==> config.mk <==
export PLATFORM = sky130hd
export DESIGN_NAME = hazard_sequencer
export DESIGN_NICKNAME = d
export VERILOG_FILES = /design/src/rtl/hazard_sequencer.sv
export SDC_FILE = /design/constraint.sdc
export NUM_CORES = 1
export LEC_CHECK = 0
export CAP_MARGIN = 20
export CORE_ASPECT_RATIO = 1.5
export CORE_MARGIN = 2
export CORE_UTILIZATION = 60
export CTS_CLUSTER_SIZE = 40
export DETAILED_ROUTE_END_ITERATION = 8
export DONT_BUFFER_PORTS = 1
export PLACE_DENSITY = 0.86
export SLEW_MARGIN = 20
export SYNTH_ARGS = -nofsm -noshare
export SYNTH_HDL_FRONTEND = slang
export SYNTH_SLANG_ARGS = --single-unit
==> constraint.sdc <==
create_clock -name clk_i -period 2.2 [get_ports clk_i]
set_input_delay 0.22 -clock clk_i [delete_from_list [all_inputs] [get_ports clk_i]]
set_output_delay 0.22 -clock clk_i [all_outputs]
set_load 0.05 [all_outputs]
==> src/rtl/hazard_sequencer.sv <==
// Pipeline hazard sequencer: load-use stall, taken-branch flush and multi-cycle
// mult/div stall, with a saturating count of stalled cycles.
module hazard_sequencer #(
    parameter int unsigned MUL_LAT = 4,
    parameter int unsigned DIV_LAT = 32
) (
    input  logic        clk_i,
    input  logic        rst_i,
    input  logic [4:0]  id_rs_i,
    input  logic [4:0]  id_rt_i,
    input  logic        id_use_rt_i,
    input  logic        ex_memread_i,
    input  logic [4:0]  ex_regdst_i,
    input  logic        ex_md_start_i,
    input  logic        ex_md_div_i,
    input  logic        branch_taken_i,
    output logic        pc_write_o,
    output logic        ifid_write_o,
    output logic        ifid_flush_o,
    output logic        idex_flush_o,
    output logic        idex_hold_o,
    output logic        exmem_bubble_o,
    output logic        md_busy_o,
    output logic        md_done_o,
    output logic [15:0] stall_cnt_o
);

    typedef enum logic {
        RUN     = 1'b0,
        MD_WAIT = 1'b1
    } state_t;

    localparam logic [5:0] MUL_CNT = 6'(MUL_LAT - 1);
    localparam logic [5:0] DIV_CNT = 6'(DIV_LAT - 1);

    state_t      state_q, state_d;
    logic [5:0]  cnt_q, cnt_d;
    logic [15:0] stall_cnt_q, stall_cnt_d;
    logic        load_use;

    assign load_use = ex_memread_i & (ex_regdst_i != 5'd0) &
                      ((ex_regdst_i == id_rs_i) | (id_use_rt_i & (ex_regdst_i == id_rt_i)));

    // Outputs are Mealy; everything is forced low while reset is held.
    always_comb begin
        state_d        = state_q;
        cnt_d          = cnt_q;
        pc_write_o     = 1'b1;
        ifid_write_o   = 1'b1;
        ifid_flush_o   = 1'b0;
        idex_flush_o   = 1'b0;
        idex_hold_o    = 1'b0;
        exmem_bubble_o = 1'b0;
        md_busy_o      = 1'b0;
        md_done_o      = 1'b0;

        if (!rst_i) begin
            pc_write_o   = 1'b0;
            ifid_write_o = 1'b0;
        end else if (state_q == RUN) begin
            if (branch_taken_i) begin
                ifid_flush_o = 1'b1;
                idex_flush_o = 1'b1;
            end else if (ex_md_start_i) begin
                pc_write_o     = 1'b0;
                ifid_write_o   = 1'b0;
                idex_hold_o    = 1'b1;
                exmem_bubble_o = 1'b1;
                md_busy_o      = 1'b1;
                cnt_d          = ex_md_div_i ? DIV_CNT : MUL_CNT;
                state_d        = MD_WAIT;
            end else if (load_use) begin
                pc_write_o   = 1'b0;
                ifid_write_o = 1'b0;
                idex_flush_o = 1'b1;
            end
        end else begin
            pc_write_o     = 1'b0;
            ifid_write_o   = 1'b0;
            idex_hold_o    = 1'b1;
            exmem_bubble_o = 1'b1;
            md_busy_o      = 1'b1;
            cnt_d          = cnt_q - 6'd1;
            if (cnt_q == 6'd1) begin
                md_done_o = 1'b1;
                state_d   = RUN;
            end
        end

        stall_cnt_d = stall_cnt_q;
        if (!pc_write_o && (stall_cnt_q != 16'hFFFF)) begin
            stall_cnt_d = stall_cnt_q + 16'd1;
        end
    end

    always_ff @(posedge clk_i or negedge rst_i) begin
        if (!rst_i) begin
            state_q     <= RUN;
            cnt_q       <= 6'd0;
            stall_cnt_q <= 16'd0;
        end else begin
            state_q     <= state_d;
            cnt_q       <= cnt_d;
            stall_cnt_q <= stall_cnt_d;
        end
    end

    assign stall_cnt_o = stall_cnt_q;

endmodule

Word level (Yosys, flattened, before mapping)
Index checks and enable logic that the tools add are counted.

cells by class
  add/subtract/negate cells = 2
  $mul = 0
  div/mod/pow operators = 0
  $lt $le $gt $ge = 0
  eq/ne operators = 5
  shift-type cells = 0
  muxes and demuxes = 26
  bitwise gates (word level) = 4
  reduce and logical (&&, ||, !) cells = 5

operators by type and width
  cell                                                   count
  2-to-1 mux 1 bit                                       22
  2-to-1 mux 6 bit                                       3
  adder 16 x 1 -> 16 bit, second input constant          1
  inequality test 16 bit, second input constant          1
  equality test 5 bit                                    2
  equality test 6 x 1 -> 1 bit, second input constant    1
  subtractor 6 x 1 -> 6 bit, second input constant       1
  2-to-1 mux 5 bit                                       1
  nonzero test 5 bit                                     1
  AND 1 bit                                              3
  AND reduction 3 bit                                    1
  inequality test 2 x 1 -> 1 bit, second input constant  1
  nonzero test 2 bit                                     1
  logical AND 1 bit                                      1
  logical NOT 1 bit                                      1
  OR 1 bit                                               1

word-level totals
  register bits after elaboration = 23
  latch bits = 0
  memory bits (writable) = 0
  ROM bits = 0
  input port bits = 22
  output and inout bits = 24
  logic and storage cells = 45
  memories kept = 0

Logic depth before layout (Yosys ltp)
Gate-level depths: netlist (run 1).

  depth in word-level cells = 11
  depth in mapped cells = 8
  mapped depth without buffers = 7

Worst setup path after synthesis (run 1)
No wires, ideal clock.

  path kind = reg-to-reg
  start point = reg cnt_q[3]
  end point = reg state_q
  library setup time = 202 ps
  arrival = 2229 ps
  required time = 1998 ps
  setup slack = -231 ps
  stages on the path, launching flop included = 5
  buffers on the path = 0
  clock period less this slack = 2431 ps
  cells stage by stage = dfrtp_1 -> nor2_1 -> nand2_1 -> nor4_1 -> nor2_1

on the way
  cells in the longest elaborated chain, start to end = 3

RTL lines
  what                          RTL line  RTL
  from (decl)                   37        logic [5:0] cnt_q, cnt_d;
  from (signal assigned)        103       cnt_q <= cnt_d;
  equality test 6 x 1 -> 1 bit  84        if (cnt_q == 6'd1) begin
  2-to-1 mux 1 bit              84
  2-to-1 mux 1 bit              60        end else if (state_q == RUN) begin
  to (signal assigned)          102       state_q <= state_d;
  to (decl)                     36        state_t state_q, state_d;

Every way passes these cells.
A chain may end at the register's enable or synchronous reset.

Worst setup path in the final report (run 1)
  start point = reg stall_cnt_q[1], in the netlist stall_cnt_o[1]
  end point = reg stall_cnt_q[15], in the netlist stall_cnt_o[15]

on the way
  cells in the longest elaborated chain, start to end = 2
  elaborated cells between the ends (all ways) = 3
  those cells by class = add/sub: 1; eq/ne: 1; reduce/logical: 1

RTL lines
  what                                                            RTL line  RTL
  from (decl)                                                     38        logic [15:0] stall_cnt_q, stall_cnt_d;
  from (signal assigned)                                          104       stall_cnt_q <= stall_cnt_d;
  branches (longest 2 deep; another with adder 16 x 1 -> 16 bit)  -

Parallel ways; which one is timed is not known.

==> results of run 1 <==
timing repair:
item                       CTS  global route
hold buffers                 2             1
resized for setup            1             4
setup endpoints to repair    1             3
hold endpoints to repair    23            23
pin swaps                    0             1
setup buffers                0             2
power by group through the flow:
stage | sequential, mW | combinational [mW] | clock (mW)
floorplan | 1.11 | 0.468 | 0
global placement | 0.702 | 1.13 | 0
detailed placement | 0.718 | 1.17 | 0
CTS | 0.709 | 1.19 | 0.201
global route | 0.735 | 1.32 | 0.213
finish | 0.718 | 1.22 | 0.203
layer usage:
| metal | vias to the layer above | global-route usage |
|---|---|---|
| li1 | 568 | - |
| met1 | 580 | 0.2768 |
| met2 | 44 | 0.4664 |
| met3 | 7 | 0.04913 |
| met4 | 0 | 0.1023 |
| met5 | - | 0 |
cells in the mapped netlist (2+ instances only):
cell type  count
a21oi_1        6
buf_4          3
dfrtp_1       23
ha_1           3
inv_1          6
mux2_2         2
nand2_1       11
nand3_1        8
nand4_1        3
nor2_1        10
nor3_1         8
nor3b_1        2
nor4_1         4
o21ai_0       10
or3_1          2
or4_1          2
xnor2_1        4
xor2_1        19
area by class of cell:
class / count / area [um^2] / share of cell area
repair buffers: 28 / 225.2 / 0.1361
inverters: 7 / 26.28 / 0.01587
clock inverters: 1 / 5.005 / 0.003023
well taps: 23 / 28.78 / 0.01738
flip-flops and latches: 23 / 575.6 / 0.3477
clock buffers: 3 / 22.52 / 0.01361
multi-input cells: 112 / 772.0 / 0.4664
stage by stage:
step	util	power, mW	hold WS, ns	setup slack [ns]	area [um^2]
floorplan	-	1.577	-0.07559	0.05703	1396
global placement	0.7081	1.828	-0.07510	0.3000	1563
detailed placement	0.7081	1.890	-0.07504	0.1313	1563
CTS	0.7296	2.102	0.07565	0.07549	1610
global route	0.7500	2.266	0.09854	0.05377	1655
finish	0.7500	2.138	0.07987	0.1489	1655
placed cells by master, fill, tap and decap left out, types with 2 or more instances in the layout:
cell,Yosys,final
dlygate4sd3_1,0,2
nand2_1,11,11
xor2_1,19,19
o21ai_0,10,9
nor4_2,0,4
nand3_1,8,8
o21ai_1,1,2
nand4_1,3,3
ha_1,3,3
a21oi_1,6,6
buf_4,3,24
nor3b_1,2,2
xnor2_1,4,4
or4_1,2,2
clkbuf_4,0,3
nor2_1,10,10
mux2_2,2,2
nor3_1,8,8
inv_1,6,6
dfrtp_1,23,23
or3_1,2,2
state kept, by name (all words and copies together) (netlist names):
signal	count
cnt_q	6
stall_cnt_o	16
state_q	1
logic make-up (layout without fill, tap and decap cells):
| logic type | Yosys count | in the layout | share of synthesized area |
|---|---|---|---|
| AO/OA/AOI/OAI | 23 | 23 | 0.09847 |
| XOR/XNOR | 23 | 23 | 0.1454 |
| adder cells (fa/ha/maj) | 3 | 3 | 0.02710 |
| buffers and inverters | 12 | 39 | 0.05329 |
| flip-flops | 23 | 23 | 0.4155 |
| multiplexers | 2 | 2 | 0.01626 |
| AND/OR/NAND/NOR | 61 | 61 | 0.2439 |
how the worst max path moves through the flow:
stage,slack [ns],start,end,depth (start not counted)
6_report,0.15,stall_cnt_o[1],stall_cnt_o[15],6
5_1_grt,0.05,stall_cnt_o[1],stall_cnt_o[15],6
4_1_cts,0.08,stall_cnt_o[1],stall_cnt_o[13],7
3_5_place_dp,0.13,stall_cnt_o[1],stall_cnt_o[13],7
3_3_place_gp,0.30,state_q,stall_cnt_o[3],5
2_1_floorplan,0.06,stall_cnt_o[0],stall_cnt_o[9],8
critical path: cells and delay by family (launching register included):
| family | cells | cell delay (ns) |
|---|---|---|
| and+or+nand+nor | 4 | 1.16 |
| xor gates and xnor gates | 1 | 0.19 |
| DFF | 1 | 0.40 |
| buffers and inverters | 1 | 0.22 |
==> out/metrics.yaml, run 1 <==
endpoint_kind: "register"
cp_slowest_stage_delay_ns: 0.57
r2r-end: "stall_cnt_o[15]"
cp.arrival_ns: 2.29
fin_crit_ns: 2.051
wirelength_um: 3405
fin_tns_setup_ns: 0
finalNetCount: 200
antenna_found_initial: 0
synth_cell_type_count: 39
ys_seq_area_frac: 0.4155
drt-wirelength-per-cell_um: 17.28
whs_endpoint: "state_q"
gp_congestion: 0.7931
p_seq_frac: 0.336
hp-class: "in -> reg"
r2r_start: "stall_cnt_o[1]"
fillers: 149
r2r_slack_ns: 0.15
power.density_nw_per_um2: 1292
reg2reg_depth: 6
row_count: 21
yosysTopAreaCellShare: 0.4155
grt_max_degree: 24
timing.final.crit_share: 0.9323
dp.final_hpwl_um: 2413
fin_cells: 197
pwr-share-comb: 0.570
htreeDepth: 1
holdPathStages: 2
cap_violations: 0
synth_edf_count: 0
syn_nets: 172
ys_seq_elements: 23
core_um2: 2207
slew_headroom: 0.6417
dieArea_um2: 2717
synth_top_flop_cell: "dfrtp_1"
wl_met2_um: 1979
switching_share: 0.5187
fmax_ghz: 0.4875
cts_tree: "yes"
setup_viol: 0
drive_gt1_frac: 0.2644
drtIter0Drc: 38
slowest_stage: "or4_1"
num_antenna_cells: 0
viasPerCell: 6.086
synth_area_um2: 1385
placedCellCount: 188
rsz0062_at_grt: "false"
status: "finished, final reports clean"
ant_nets: 0
hold_violations: 0
drt_pass1_iterations: 4
io_buffers: 0
cts_buffer_depth: 2
die_y_um: 62.85
io_pins: 46
highest_layer: "met4"
crit_chain: "buf_4 -> and3_2 -> nand3_1 -> or4_1 -> nor2_1 -> xor2_1"
first_global_vias: 1291
synth_top_cell_by_area: "dfrtp_1"
clkTransAtPathRegs_ns: 0.12
grt.overflow.total: 0
syn_to_final_growth_pct: 19.51
die_w_um: 43.23
synth_cells: 147
cp-start-kind: "register"
cellInternalPower_mw: 1.029
finClkSkew_ns: 0.01082
syn_avg_cell_area_um2: 9.422
worstMarginPinSlew_ns: 0.5375
m1WireLength_um: 1197
total_leakage_power_nw: 0.7510
clock-root-buffer: "clkbuf_4"
drc: 0
synthTopCellsByArea: "dfrtp_1 (42%), xor2_1 (12%), o21ai_0 (3.6%), nand2_1 (3.0%), nand3_1 (2.9%)"
required_ns: 2.44
numCtsBuffers: 3
max-vdd-ir-drop_mv: 1.027
grt_pass1_wl_um: 5457
worstHoldStart: "rst_i"
clkPwrFrac: 0.095
drv_slew: 0
grt_usage: 0.2561
via_count: 1199
cp_max_fo: 6
p_switching_mw: 1.109
crit_type: "reg -> reg"
route.met3.wl_um: 176
yosys_warnings: 0
synth-async-reset-ratio: 1.000
start_util: 0.6276
clock_latency_ns: 0.32
cts.sinks: 23
Power figures use the tool's default switching activity.
==> run 2, diff against run 1 <==
--- a/config.mk
+++ b/config.mk
@@ -8,11 +8,11 @@
 export CAP_MARGIN = 20
 export CORE_ASPECT_RATIO = 1.5
 export CORE_MARGIN = 2
-export CORE_UTILIZATION = 60
+export CORE_UTILIZATION = 35
 export CTS_CLUSTER_SIZE = 40
 export DETAILED_ROUTE_END_ITERATION = 8
 export DONT_BUFFER_PORTS = 1
-export PLACE_DENSITY = 0.86
+export PLACE_DENSITY = 0.59
 export SLEW_MARGIN = 20
 export SYNTH_ARGS = -nofsm -noshare
 export SYNTH_HDL_FRONTEND = slang
==> run 2 against run 1 <==
Against the previous run: flip-flop and latch count unchanged; power up 0.75%; clock skew down 0.0082 ns; largest cell class unchanged.
==> out/metrics.yaml, run 2 (synthesis results as in run 1) <==
dieArea_um2: 4487  # +65%
fmax_ghz: 0.4940  # +1.3%
pwr-share-comb: 0.551  # -0.019
slew_headroom: 0.6504  # +0.008733
fin_area_um2: 1670  # +0.91%
layout_setup_ws_ns: 0.1759  # +0.02699 ns
cp_max_fo: 10  # +4
power.density_nw_per_um2: 1290  # -0.16%
core_um2: 3889  # +76%
cts_buffer_depth: 2  # unchanged
r2r_slack_ns: 0.18  # +0.03 ns
setup_viol: 0  # unchanged
post-place-ws_ns: 0.1902  # +0.05886 ns
cellInternalPower_mw: 1.086  # +5.5%
gp_congestion: 0.8248  # +4.0%
reg2reg_depth: 6  # unchanged
drtIter0Drc: 33  # -13%
cap_violations: 0  # unchanged
grt_pass1_wl_um: 5830  # +6.8%
endpoint_kind: "register"
status: "finished, final reports clean"
whs_ns: 0.05922  # -0.02065 ns
io_pins: 46  # unchanged
drive_gt1_frac: 0.2442  # -0.02018
clock-root-buffer: "clkbuf_8"
grt_max_degree: 24  # unchanged
io_buffers: 0  # unchanged
final_core_util: 0.4295  # -0.3205
clkPwrFrac: 0.120  # +0.025
switching_share: 0.4959  # -0.02279
drt_pass1_iterations: 4  # unchanged
wirelength_um: 3306  # -2.9%
numCtsBuffers: 3  # unchanged
finalNetCount: 198  # -1.0%
num_antenna_cells: 0  # unchanged
largest_reg_flops: 16  # unchanged
required_ns: 2.35  # -0.09 ns
p_switching_mw: 1.068  # -3.7%
p_seq_frac: 0.329  # -0.007
cts_tree: "yes"
fin_crit_ns: 2.024  # -0.02699 ns
start_util: 0.3562  # -0.2714
cp-start-kind: "register"
timing.critical_path.to: "stall_cnt_o[3]"
cts.sinks: 23  # unchanged
hp-class: "in -> reg"
worstMarginPinSlew_ns: 0.5244  # -0.01310 ns
multi_input_area_um2: 759.5  # -1.6%
ant_nets: 0  # unchanged
antenna_found_initial: 0  # unchanged
finClkSkew_ns: 0.002619  # -0.008198 ns
crit_start: "state_q"
r2r-end: "stall_cnt_o[3]"
die_y_um: 81.05  # +29%
grt_usage: 0.1631  # -0.09303
die_w_um: 55.37  # +28%
drc: 0  # unchanged
drv_slew: 0  # unchanged
max-vdd-ir-drop_mv: 1.129  # +10%
rsz0062_at_grt: "false"
drt-wirelength-per-cell_um: 15.24  # -12%
clkTransAtPathRegs_ns: 0.08  # -0.04 ns
clock_latency_ns: 0.26  # -0.06 ns
syn_to_final_growth_pct: 20.60
crit_type: "reg -> reg"
fin_tns_setup_ns: 0  # unchanged
grt.overflow.total: 0  # unchanged
final_cell_mix: "dfrtp_1 (23), buf_4 (23), xor2_1 (19), nand2_1 (11), nor2_1 (10)"
cp.arrival_ns: 2.17  # -0.12 ns
row_count: 28  # +33%
placed_area_um2: 1598  # +2.2%
htreeDepth: 1  # unchanged
via_count: 1173  # -2.2%
r2r_start: "state_q"
hold_violations: 0  # unchanged
total_leakage_power_nw: 0.7461  # -0.65%
timing.final.crit_share: 0.9200  # -0.01227
dp.final_hpwl_um: 2595  # +7.6%
viasPerCell: 5.406  # -11%
seqCellArea_um2: 575.6  # unchanged
fillers: 404  # +170%
first_global_vias: 1266  # -1.9%
## run 2: cell types whose count changed in the layout (fill, tap and decap cells not counted)
cell / change
nor4_2: -2
nor4_1: +2
clkbuf_8: +3
clkbuf_1: +1
clkbuf_4: -3
dlygate4sd3_1: -1
buf_4: -1
clkinv_2: -1
## run 2: worst max-delay path, stage by stage, from the launching register on
cell	delay, ns
dfrtp_1	0.38
or3b_2	0.49
a221o_2	0.34
nand2_2	0.18
buf_4	0.17
and2b_2	0.21
xor2_1	0.14
## run 2: how the worst min path moves through the flow
stage          slack, ns   from  endpoint  depth (start not counted)
3_3_place_gp       -0.08  rst_i  cnt_q[0]                          0
2_1_floorplan      -0.08  rst_i  cnt_q[0]                          0
6_report            0.06  rst_i  cnt_q[1]                          1
5_1_grt             0.05  rst_i  cnt_q[1]                          1
3_5_place_dp       -0.07  rst_i  cnt_q[0]                          0
4_1_cts             0.05  rst_i  cnt_q[1]                          1
## run 2: what timing repair did
action	4_1_cts	5_1_grt
hold endpoints to repair	23	23
hold buffers	1	1
gates resized for setup	0	3
setup endpoints to repair	0	6
buffers inserted	0	0
## run 2: per-layer routing
| metal | global-route usage | up-vias | share of wire |
|---|---|---|---|
| met5 | 0 | - | 0 |
| li1 | - | 564 | - |
| met4 | 0.06341 | 0 | 0.017 |
| met2 | 0.2905 | 40 | 0.54 |
| met1 | 0.1820 | 561 | 0.37 |
| met3 | 0.04936 | 8 | 0.071 |
## run 2: layout make-up
cell class	instances	area share
clock buffers	4	0.02697
repair buffers	26	0.1243
multi-input cells	112	0.4547
flip-flops and latches	23	0.3446
inverters	7	0.01573
well taps	45	0.03371
## run 2: stage by stage
stage / std cells / total power [mW]
4_1_cts: 216 / 2.163
2_1_floorplan: 147 / 1.577
3_5_place_dp: 211 / 1.894
3_3_place_gp: 211 / 1.848
6_report: 217 / 2.154
5_1_grt: 217 / 2.309
## run 2: power groups by stage
stage	clock network, mW	logic, mW	registers (mW)
after global placement	0	1.14	0.703
after floorplan	0	0.468	1.11
after detailed placement	0	1.18	0.713
after CTS	0.263	1.19	0.707
after global routing	0.283	1.29	0.736
final	0.258	1.19	0.709
